==> config.mk <==
export PLATFORM = sky130hd
export DESIGN_NAME = job_supervisor
export DESIGN_NICKNAME = d
export VERILOG_FILES = /design/src/rtl/job_supervisor_pkg.sv /design/src/rtl/job_supervisor_sat.sv /design/src/rtl/job_supervisor.sv
export SDC_FILE = /design/constraint.sdc
export NUM_CORES = 1
export LEC_CHECK = 0
export ABC_AREA = 1
export CAP_MARGIN = 20
export CORE_ASPECT_RATIO = 0.5
export CORE_UTILIZATION = 62
export CTS_CLUSTER_DIAMETER = 100
export DETAILED_ROUTE_END_ITERATION = 12
export DONT_BUFFER_PORTS = 1
export PLACE_DENSITY = 0.81
export SLEW_MARGIN = 40
export SYNTH_ARGS = -nofsm -noshare
export SYNTH_HDL_FRONTEND = slang
export SYNTH_HIERARCHICAL = 1
export SYNTH_SLANG_ARGS = --single-unit
==> constraint.sdc <==
create_clock -name clk -period 2 [get_ports clk]
set_input_delay 0.4 -clock clk [delete_from_list [all_inputs] [get_ports clk]]
set_output_delay 0.4 -clock clk [all_outputs]
set_load 0.05 [all_outputs]
==> src/rtl/job_supervisor_pkg.sv <==
// Shared definitions for the job supervisor: FSM state encoding, job outcome
// codes and default timing values.
package job_supervisor_pkg;

   typedef enum logic [2:0] {
      StIdle     = 3'd0,
      StLaunch   = 3'd1,
      StWaitDone = 3'd2,
      StKill     = 3'd3,
      StRecover  = 3'd4
   } state_e;

   // Outcome of a job, decided on the cycle the job leaves WAIT_DONE.
   typedef enum logic [1:0] {
      OutNone    = 2'd0,
      OutOk      = 2'd1,
      OutAbort   = 2'd2,
      OutTimeout = 2'd3
   } outcome_e;

   localparam int unsigned DefTimeout  = 150;
   localparam int unsigned DefKillHold = 4;

endpackage

==> src/rtl/job_supervisor_sat.sv <==
// sat_counter: CNT_W-bit saturating up-counter.
// Ports:
//   clk_i    clock
//   clr_ni   synchronous active-low clear
//   inc_i    increment enable; ignored once the count is all ones
//   count_o  current count
module sat_counter #(
   parameter int unsigned CNT_W = 8
) (
   input  logic             clk_i,
   input  logic             clr_ni,
   input  logic             inc_i,
   output logic [CNT_W-1:0] count_o
);

   logic [CNT_W-1:0] count_q, count_d;

   always_comb begin
      count_d = count_q;
      if (inc_i && (count_q != '1)) begin
         count_d = count_q + 1'b1;
      end
   end

   always_ff @(posedge clk_i) begin
      if (!clr_ni) begin
         count_q <= '0;
      end else begin
         count_q <= count_d;
      end
   end

   assign count_o = count_q;

endmodule

==> src/rtl/job_supervisor.sv <==
// job_supervisor: initiator side of a go/kill/done worker handshake.
// Launches jobs on start_req with a one-cycle go pulse, aborts on cancel_req or
// timeout with a held kill level, and reports each outcome with one-cycle
// status pulses and saturating counters. All outputs are registered.
// Ports:
//   clk, reset_n (sync, active low)     clock and reset
//   start_req, cancel_req, done         host requests and worker completion
//   go, kill, busy                      worker controls / activity flag
//   job_ok, job_aborted, job_timeout    per-job outcome pulses
//   busy_err                            pulse when a start request is rejected
//   ok_count, fail_count                saturating outcome counters
// Optional feature macro: JOB_SUPERVISOR_START_QUEUE_EN (one-deep pending start).
module job_supervisor
   import job_supervisor_pkg::*;
#(
   parameter int unsigned CNT_W     = 8,
   parameter int unsigned TIMEOUT   = DefTimeout,
   parameter int unsigned KILL_HOLD = DefKillHold,
   parameter int unsigned RECOVER   = 2
) (
   input  logic             clk,
   input  logic             reset_n,
   input  logic             start_req,
   input  logic             cancel_req,
   input  logic             done,
   output logic             go,
   output logic             kill,
   output logic             busy,
   output logic             job_ok,
   output logic             job_aborted,
   output logic             job_timeout,
   output logic             busy_err,
   output logic [CNT_W-1:0] ok_count,
   output logic [CNT_W-1:0] fail_count
);

   state_e           state_q, state_d;
   logic [CNT_W-1:0] timer_q, timer_d;
   outcome_e         outcome;
   logic             reject;
   logic             go_q, kill_q, busy_q, ok_q, abort_q, timeout_q, busy_err_q;
   logic             ok_inc, fail_inc;

`ifdef JOB_SUPERVISOR_START_QUEUE_EN
   logic pend_q, pend_d;
`endif

   always_comb begin
      state_d = state_q;
      timer_d = timer_q;
      outcome = OutNone;
      reject  = 1'b0;
`ifdef JOB_SUPERVISOR_START_QUEUE_EN
      pend_d  = pend_q;
`endif
      unique case (state_q)
         StIdle: begin
`ifdef JOB_SUPERVISOR_START_QUEUE_EN
            if (start_req || pend_q) begin
               pend_d = 1'b0;
`else
            if (start_req) begin
`endif
               state_d = StLaunch;
               timer_d = '0;
            end
         end
         // Timer is 0 while go is high, so it counts cycles since go.
         StLaunch: begin
            state_d = StWaitDone;
            timer_d = timer_q + 1'b1;
         end
         StWaitDone: begin
            if (done) begin
               outcome = OutOk;
               state_d = StIdle;
            end else if (cancel_req) begin
               outcome = OutAbort;
               state_d = StKill;
               timer_d = '0;
            end else if (timer_q == CNT_W'(TIMEOUT - 1)) begin
               outcome = OutTimeout;
               state_d = StKill;
               timer_d = '0;
            end else begin
               timer_d = timer_q + 1'b1;
            end
         end
         StKill: begin
            if (timer_q == CNT_W'(KILL_HOLD - 1)) begin
               state_d = (RECOVER == 0) ? StIdle : StRecover;
               timer_d = '0;
            end else begin
               timer_d = timer_q + 1'b1;
            end
         end
         StRecover: begin
            if (timer_q == CNT_W'(RECOVER - 1)) begin
               state_d = StIdle;
               timer_d = '0;
            end else begin
               timer_d = timer_q + 1'b1;
            end
         end
         default: begin
            state_d = StIdle;
            timer_d = '0;
         end
      endcase

      if (start_req && (state_q != StIdle)) begin
`ifdef JOB_SUPERVISOR_START_QUEUE_EN
         if (pend_q) begin
            reject = 1'b1;
         end else begin
            pend_d = 1'b1;
         end
`else
         reject = 1'b1;
`endif
      end
   end

   // Outputs are flopped from next-state decode so they line up with state_q.
   always_ff @(posedge clk) begin
      if (!reset_n) begin
         state_q    <= StIdle;
         timer_q    <= '0;
         go_q       <= 1'b0;
         kill_q     <= 1'b0;
         busy_q     <= 1'b0;
         ok_q       <= 1'b0;
         abort_q    <= 1'b0;
         timeout_q  <= 1'b0;
         busy_err_q <= 1'b0;
      end else begin
         state_q    <= state_d;
         timer_q    <= timer_d;
         go_q       <= (state_d == StLaunch);
         kill_q     <= (state_d == StKill);
         busy_q     <= (state_d != StIdle);
         ok_q       <= (outcome == OutOk);
         abort_q    <= (outcome == OutAbort);
         timeout_q  <= (outcome == OutTimeout);
         busy_err_q <= reject;
      end
   end

`ifdef JOB_SUPERVISOR_START_QUEUE_EN
   always_ff @(posedge clk) begin
      if (!reset_n) begin
         pend_q <= 1'b0;
      end else begin
         pend_q <= pend_d;
      end
   end
`endif

   assign ok_inc   = (outcome == OutOk);
   assign fail_inc = (outcome == OutAbort) || (outcome == OutTimeout);

   sat_counter #(
      .CNT_W (CNT_W)
   ) u_ok_cnt (
      .clk_i   (clk),
      .clr_ni  (reset_n),
      .inc_i   (ok_inc),
      .count_o (ok_count)
   );

   sat_counter #(
      .CNT_W (CNT_W)
   ) u_fail_cnt (
      .clk_i   (clk),
      .clr_ni  (reset_n),
      .inc_i   (fail_inc),
      .count_o (fail_count)
   );

   assign go          = go_q;
   assign kill        = kill_q;
   assign busy        = busy_q;
   assign job_ok      = ok_q;
   assign job_aborted = abort_q;
   assign job_timeout = timeout_q;
   assign busy_err    = busy_err_q;

endmodule

# [Yosys cells after proc, flatten, opt, wreduce, memory -nomap -nowiden]
# Cells that the tools add are included.
[totals] ff_bits=34 latch_bits=0 mem_bits_rw=0 romBits=0 input_bits=5 output_inout_bits=23 wordCells=57 memories=0
[classes] add_sub_neg=3 n_mul=0 n_div=0 order_cmp=0 eq_ne=16 shifts=0 mux=19 bitwise_logic=0 n_reduce_logical=8
[op_table] cell="8-bit 2-to-1 mux" count=6
[op_table] cell="8-bit case mux with 5 select lines" count=1
[op_table] cell="8-bit by 1-bit adder with 8-bit output, second input constant" count=3
[op_table] cell="3-bit 2-to-1 mux" count=6
[op_table] cell="8-bit != test, second input constant" count=2
[op_table] cell="3-bit case mux with 5 select lines" count=1
[op_table] cell="3-bit by 2-bit equality test with 1-bit output, second input constant" count=3
[op_table] cell="8-bit by 1-bit equality test with 1-bit output, second input constant" count=1
[op_table] cell="8-bit by 2-bit equality test with 1-bit output, second input constant" count=1
[op_table] cell="8-bit equality test, second input constant" count=1
[op_table] cell="2-bit 2-to-1 mux" count=4
[op_table] cell="3-bit by 1-bit equality test with 1-bit output, second input constant" count=2
[op_table] cell="3-bit nonzero test" count=2
[op_table] cell="2-bit equality test, second input constant" count=2
[op_table] cell="2-bit != test, second input constant" count=2
[op_table] cell="3-bit equality test, second input constant" count=1
[op_table] cell="1-bit logical AND" count=3
[op_table] cell="3-bit zero test" count=1
[op_table] cell="2-bit by 1-bit equality test with 1-bit output, second input constant" count=1
[op_table] cell="2-bit AND reduction" count=1
[op_table] cell="1-bit logical OR" count=1
[op_table] cell="1-bit 2-to-1 mux" count=1

# [Logic depth before layout (Yosys ltp)]
[depth] ltp_word=8 mapped_depth=11 depth_no_buf=11

# [Hierarchy]
# Netlist, hierarchy kept.
[by_module_without_submodules] module="sat_counter" n_inst=2 cells_each=76 area_per_inst_um2=496.7
[by_module_without_submodules] module="job_supervisor" n_inst=1 cells_each=130 area_per_inst_um2=895.9

# [Worst setup path before layout]
# No wires, ideal clock.
[synth_timing] kind="register -> register" startpoint="register u_fail_cnt.count_q[0] (netlist: u_fail_cnt/count_o[0])" endpoint="register u_fail_cnt.count_q[3] (netlist: u_fail_cnt/count_o[3])" arrival_ns=1.483 required_time_ns=1.883 slack_ns=0.400 path_stages_with_launch=8 path_buffers=1 cell_sequence="dfxtp_1 > ha_1 > nand3_2 > inv_2 > nand2_2 > buf_6 > a21oi_1 > nor2_1"
[synth_between] elab_chain_len=2 elab_cells_between_ends=3 classes_between="1 x add/sub; 1 x eq/ne; 1 x reduce/logical"
[synth_lines] element="start, declared" line_no="job_supervisor_sat.sv:16" source="logic [CNT_W-1:0] count_q, count_d;"
[synth_lines] element="start signal, assigned" line_no="job_supervisor_sat.sv:29" source="count_q <= count_d;"
[synth_lines] element="parallel branches: the longest is 2 deep, another holds 8-bit by 1-bit adder with 8-bit output"
# Parallel ways; which one is timed is not known.
# A chain may end at the register's enable or synchronous reset.

# [Worst setup path in the final report]
[layout_timing] startpoint="register timer_q[3]" endpoint="register u_fail_cnt.count_q[4] (netlist: u_fail_cnt/count_o[4])"
[layout_between] elab_chain_len=8 elab_cells_between_ends=9 classes_between="3 x eq/ne; 4 x mux; 2 x reduce/logical"
[layout_lines] element="start, declared" line_no="job_supervisor.sv:38" source="logic [CNT_W-1:0] timer_q, timer_d;"
[layout_lines] element="start signal, assigned" line_no="job_supervisor.sv:138" source="timer_q <= timer_d;"
[layout_lines] element="8-bit equality test *" line_no="job_supervisor.sv:81" source="end else if (timer_q == CNT_W'(TIMEOUT - 1)) begin"
[layout_lines] element="2-bit 2-to-1 mux *" line_no="job_supervisor.sv:81"
[layout_lines] element="2-bit 2-to-1 mux *" line_no="job_supervisor.sv:77" source="end else if (cancel_req) begin"
[layout_lines] element="2-bit 2-to-1 mux *" line_no="job_supervisor.sv:74" source="if (done) begin"
[layout_lines] element="2-bit 2-to-1 mux *" line_no="job_supervisor.sv:56" source="unique case (state_q)"
[layout_lines] element="2-bit equality test" line_no="job_supervisor.sv:160" source="assign fail_inc = (outcome == OutAbort) || (outcome == OutTimeout);"
[layout_lines] element="1-bit logical OR *" line_no="job_supervisor.sv:160"
[layout_lines] element="named net fail_inc" line_no="job_supervisor.sv:42" source="logic ok_inc, fail_inc;"
[layout_lines] element="1-bit logical AND *" line_no="job_supervisor_sat.sv:20" source="if (inc_i && (count_q != '1)) begin"
# The timed path passes the listed nets; every way through them passes the cells marked *.

==> key figures <==
Floorplan
  • Row Count: 13
  • Initial Utilization: 69.1%
  • Die H: 41.0 um
  • Chip Width: 80.1 um
  • Die area: 0.00329 mm^2
  • # IOs: 28
  • Core footprint: 0.00273 mm^2

Worst setup path
  • CP Max Fanout: 14
  • WP buf/inv: 1
  • Crit path capture type: flop
  • Startpoint types: flop
  • Crit-path max cell delay: 0.39 ns
  • CP required: 2.19 ns
  • Critical path cell sequence: inv_1 > nand2_1 > nor2_1 > nand3_1 > a21oi_4 > nand2_1 > nor2_1 > nand3_1 > nand2_1 > nor2_1
  • Highest-delay cell along the critical path: a21oi_4
  • CP Class: reg -> reg
  • Worst EP arrival: 1.88 ns
  • CP delay by family, top: simple AND/OR/NAND/NOR gates

Cells and area
  • Number of nets in the layout: 308
  • Filler Cells Inserted: 209
  • Post-layout util: 76.1%
  • Area grow syn2layout: 10.0%
  • Final std cells w/o fill: 337
  • Share of layout cells above drive strength 1: 17.0%
  • Ant diodes: 0

Synth
  • Mean Syn Cell Area: 6.70 um^2
  • Post-synthesis cell count: 282
  • Main synth FF type: dfxtp_1
  • Simple-gate portion of the synthesized area: 40.7%
  • EDFF count, synth: 0
  • #FFs+latches synth: 34
  • Distinct cells, synth: 27
  • Seq/Total Area, Yosys: 36.0%
  • Ys async rst share: 0%
  • Xor/xnor share of the synthesized area: 0.927%
  • Cell with the most instances after synthesis: nand2_1
  • Area contributors post-synth: dfxtp_1, nand2_1, nor2_1, nand3_1, inv_1
  • Mapped Nets: 291
  • Synth top area share: 36.0%
  • Post-synth top cells: nand2_1, nor2_1, inv_1, dfxtp_1, nand3_1
  • Synth Warn #: 6
  • Combinational family with the most area after synthesis: simple AND/OR/NAND/NOR gates
  • Yosys top cell by area: dfxtp_1
  • Mux share of post-synthesis cell area: 0%
  • Adder-cell area share of the yosys netlist: 2.65%
  • Cell Area, Synth: 0.00189 mm^2
  • Post-synthesis compound-gate area fraction: 6.95%

Clocking
  • CTS tree: built
  • Post-CTS Setup Repair Bufs: 0
  • CTS Root Cell: clkbuf_8
  • Worst-Skew Late Latency: 0.29 ns
  • CTS Buf Count: 5
  • Resized Gates After CTS: 0
  • Clock sinks: 34
  • Cts-stage hold buffer count: 0
  • Clock Tree Buf Depth: 2
  • H-tree levels: 2
  • Clock slew at reported path FFs: 0.08 ns

Route
  • Drc violations: 0
  • Mean routed wirelength per cell: 11.7 um
  • Via count: 1750
  • Via-per-instance ratio: 5.19
  • Detail Route Antenna Nets: 0
  • Drt first pass iters: 4
  • Post-Route WL: 3.93 mm
  • Detailed Route Iter0 Violations: 101

STA
  • Final setup skew: 0.00864 ns
  • Achievable Freq: 0.590 GHz
  • Final setup fails: 0
  • Slew margin rel.: 67.7%
  • Fin crit period: 1.70 ns
  • Final TNS setup: 0 ns
  • Fin crit share: 84.8%
  • RSZ-0062 raised after global routing: no
  • Worst Tran Pin Value: 0.484 ns
  • Fin. max-slew vios: 0
  • Hold Vio Cnt, Final: 0

Pwr
  • VDD IR max: 0.486 mV
  • Power per Cell Area: 658 mW/mm^2
  • Pleak: 0.000949 uW

GRT
  • Vias in the first global route: 1455
  • Largest net degree at the start of global routing: 25
  • Remaining Overflow, GRT: 0
  • Gr usage total: 26.0%
  • Global-route wire length before repair: 6.27 mm
  • Antenna violations before repair: 0

Placement
  • DP HPWL: 2.71 mm
  • Cell Count Post-Placement: 329
  • I/O Buffers: 0
  • Gpl congestion: 0.829

Outcome
  • Status: complete, no violations

Worst hold path
  • Hold Path Class: in -> reg

Flow run
  • Max-cap violations: 0
flip-flops by register name (all words and copies together), names as in the netlist, 3 cells and up:
register and cells:
timer_q 8, u_ok_cnt/count_o 8, state_q 3, u_fail_cnt/count_o 8
cells in the final DEF, fill, tap and decap left out, types with 2 or more instances in the layout:
cell	instances
inv_2	7
o21ai_0	2
nand3_2	4
nand2_1	60
a21o_1	2
dfxtp_1	34
nor2_2	7
xor2_1	2
clkbuf_8	6
nand2_2	5
nand3_1	32
a21oi_1	14
nor2_1	51
buf_4	16
inv_1	38
ha_1	4
nand3b_1	5
worst paths after layout:
path              slack (ns)  cells after the start                            endpoint                               start
hold reg to reg         0.47                      2  u_fail_cnt/count_o[6]$_SDFFE_PN0P_  u_fail_cnt/count_o[6]$_SDFFE_PN0P_
setup reg to reg        0.30                     10  u_fail_cnt/count_o[4]$_SDFFE_PN0P_             timer_q[3]$_SDFFE_PN0P_
hold / removal          0.19                      1              job_aborted$_SDFF_PN0_                                done
setup / recovery        0.30                     10  u_fail_cnt/count_o[4]$_SDFFE_PN0P_             timer_q[3]$_SDFFE_PN0P_
metrics by stage:
step / worst slack, ns / area (um^2) / hold slack, ns / total power (uW)
after CTS: 0.325 / 2080 / 0.181 / 1370
after detailed placement: 0.366 / 1980 / 0.460 / 839
final: 0.305 / 2080 / 0.185 / 1370
after global placement: 0.428 / 1980 / 0.448 / 837
after floorplan: 0.400 / 1890 / 0.474 / 829
after global routing: 0.114 / 2080 / 0.180 / 1410
cell type report:
type	instances	area (um^2)	share of cell area, %
inverter	45	169	8.13
multi-input combinational	197	967	46.5
clock inverter	2	12.5	0.602
timing repair buffer	16	120	5.78
sequential	34	681	32.8
clock buffer	6	82.6	3.97
tap	37	46.3	2.23
kinds of logic after synthesis:
logic type	count (synthesis)
AO/OA/AOI/OAI	22
XOR/XNOR	2
adder cells (fa/ha/maj)	4
buffers and inverters	51
flip-flops	34
AND/OR/NAND/NOR	169
metal layers:
| layer | global-route usage [%] | vias to the layer above | part of all wire, % |
|---|---|---|---|
| li1 | - | 909 | - |
| met1 | 31.4 | 794 | 49 |
| met2 | 47.2 | 43 | 46 |
| met3 | 7.33 | 4 | 5.0 |
| met4 | 8.04 | 0 | 0.79 |
| met5 | 0 | - | 0 |
power by group:
part	internal (uW)	switching, uW	total, uW
combinational	33.1	70.4	103
sequential	691	31.6	722
clock	277	266	543
total	1000	368	1370
Power figures use the tool's default switching activity.
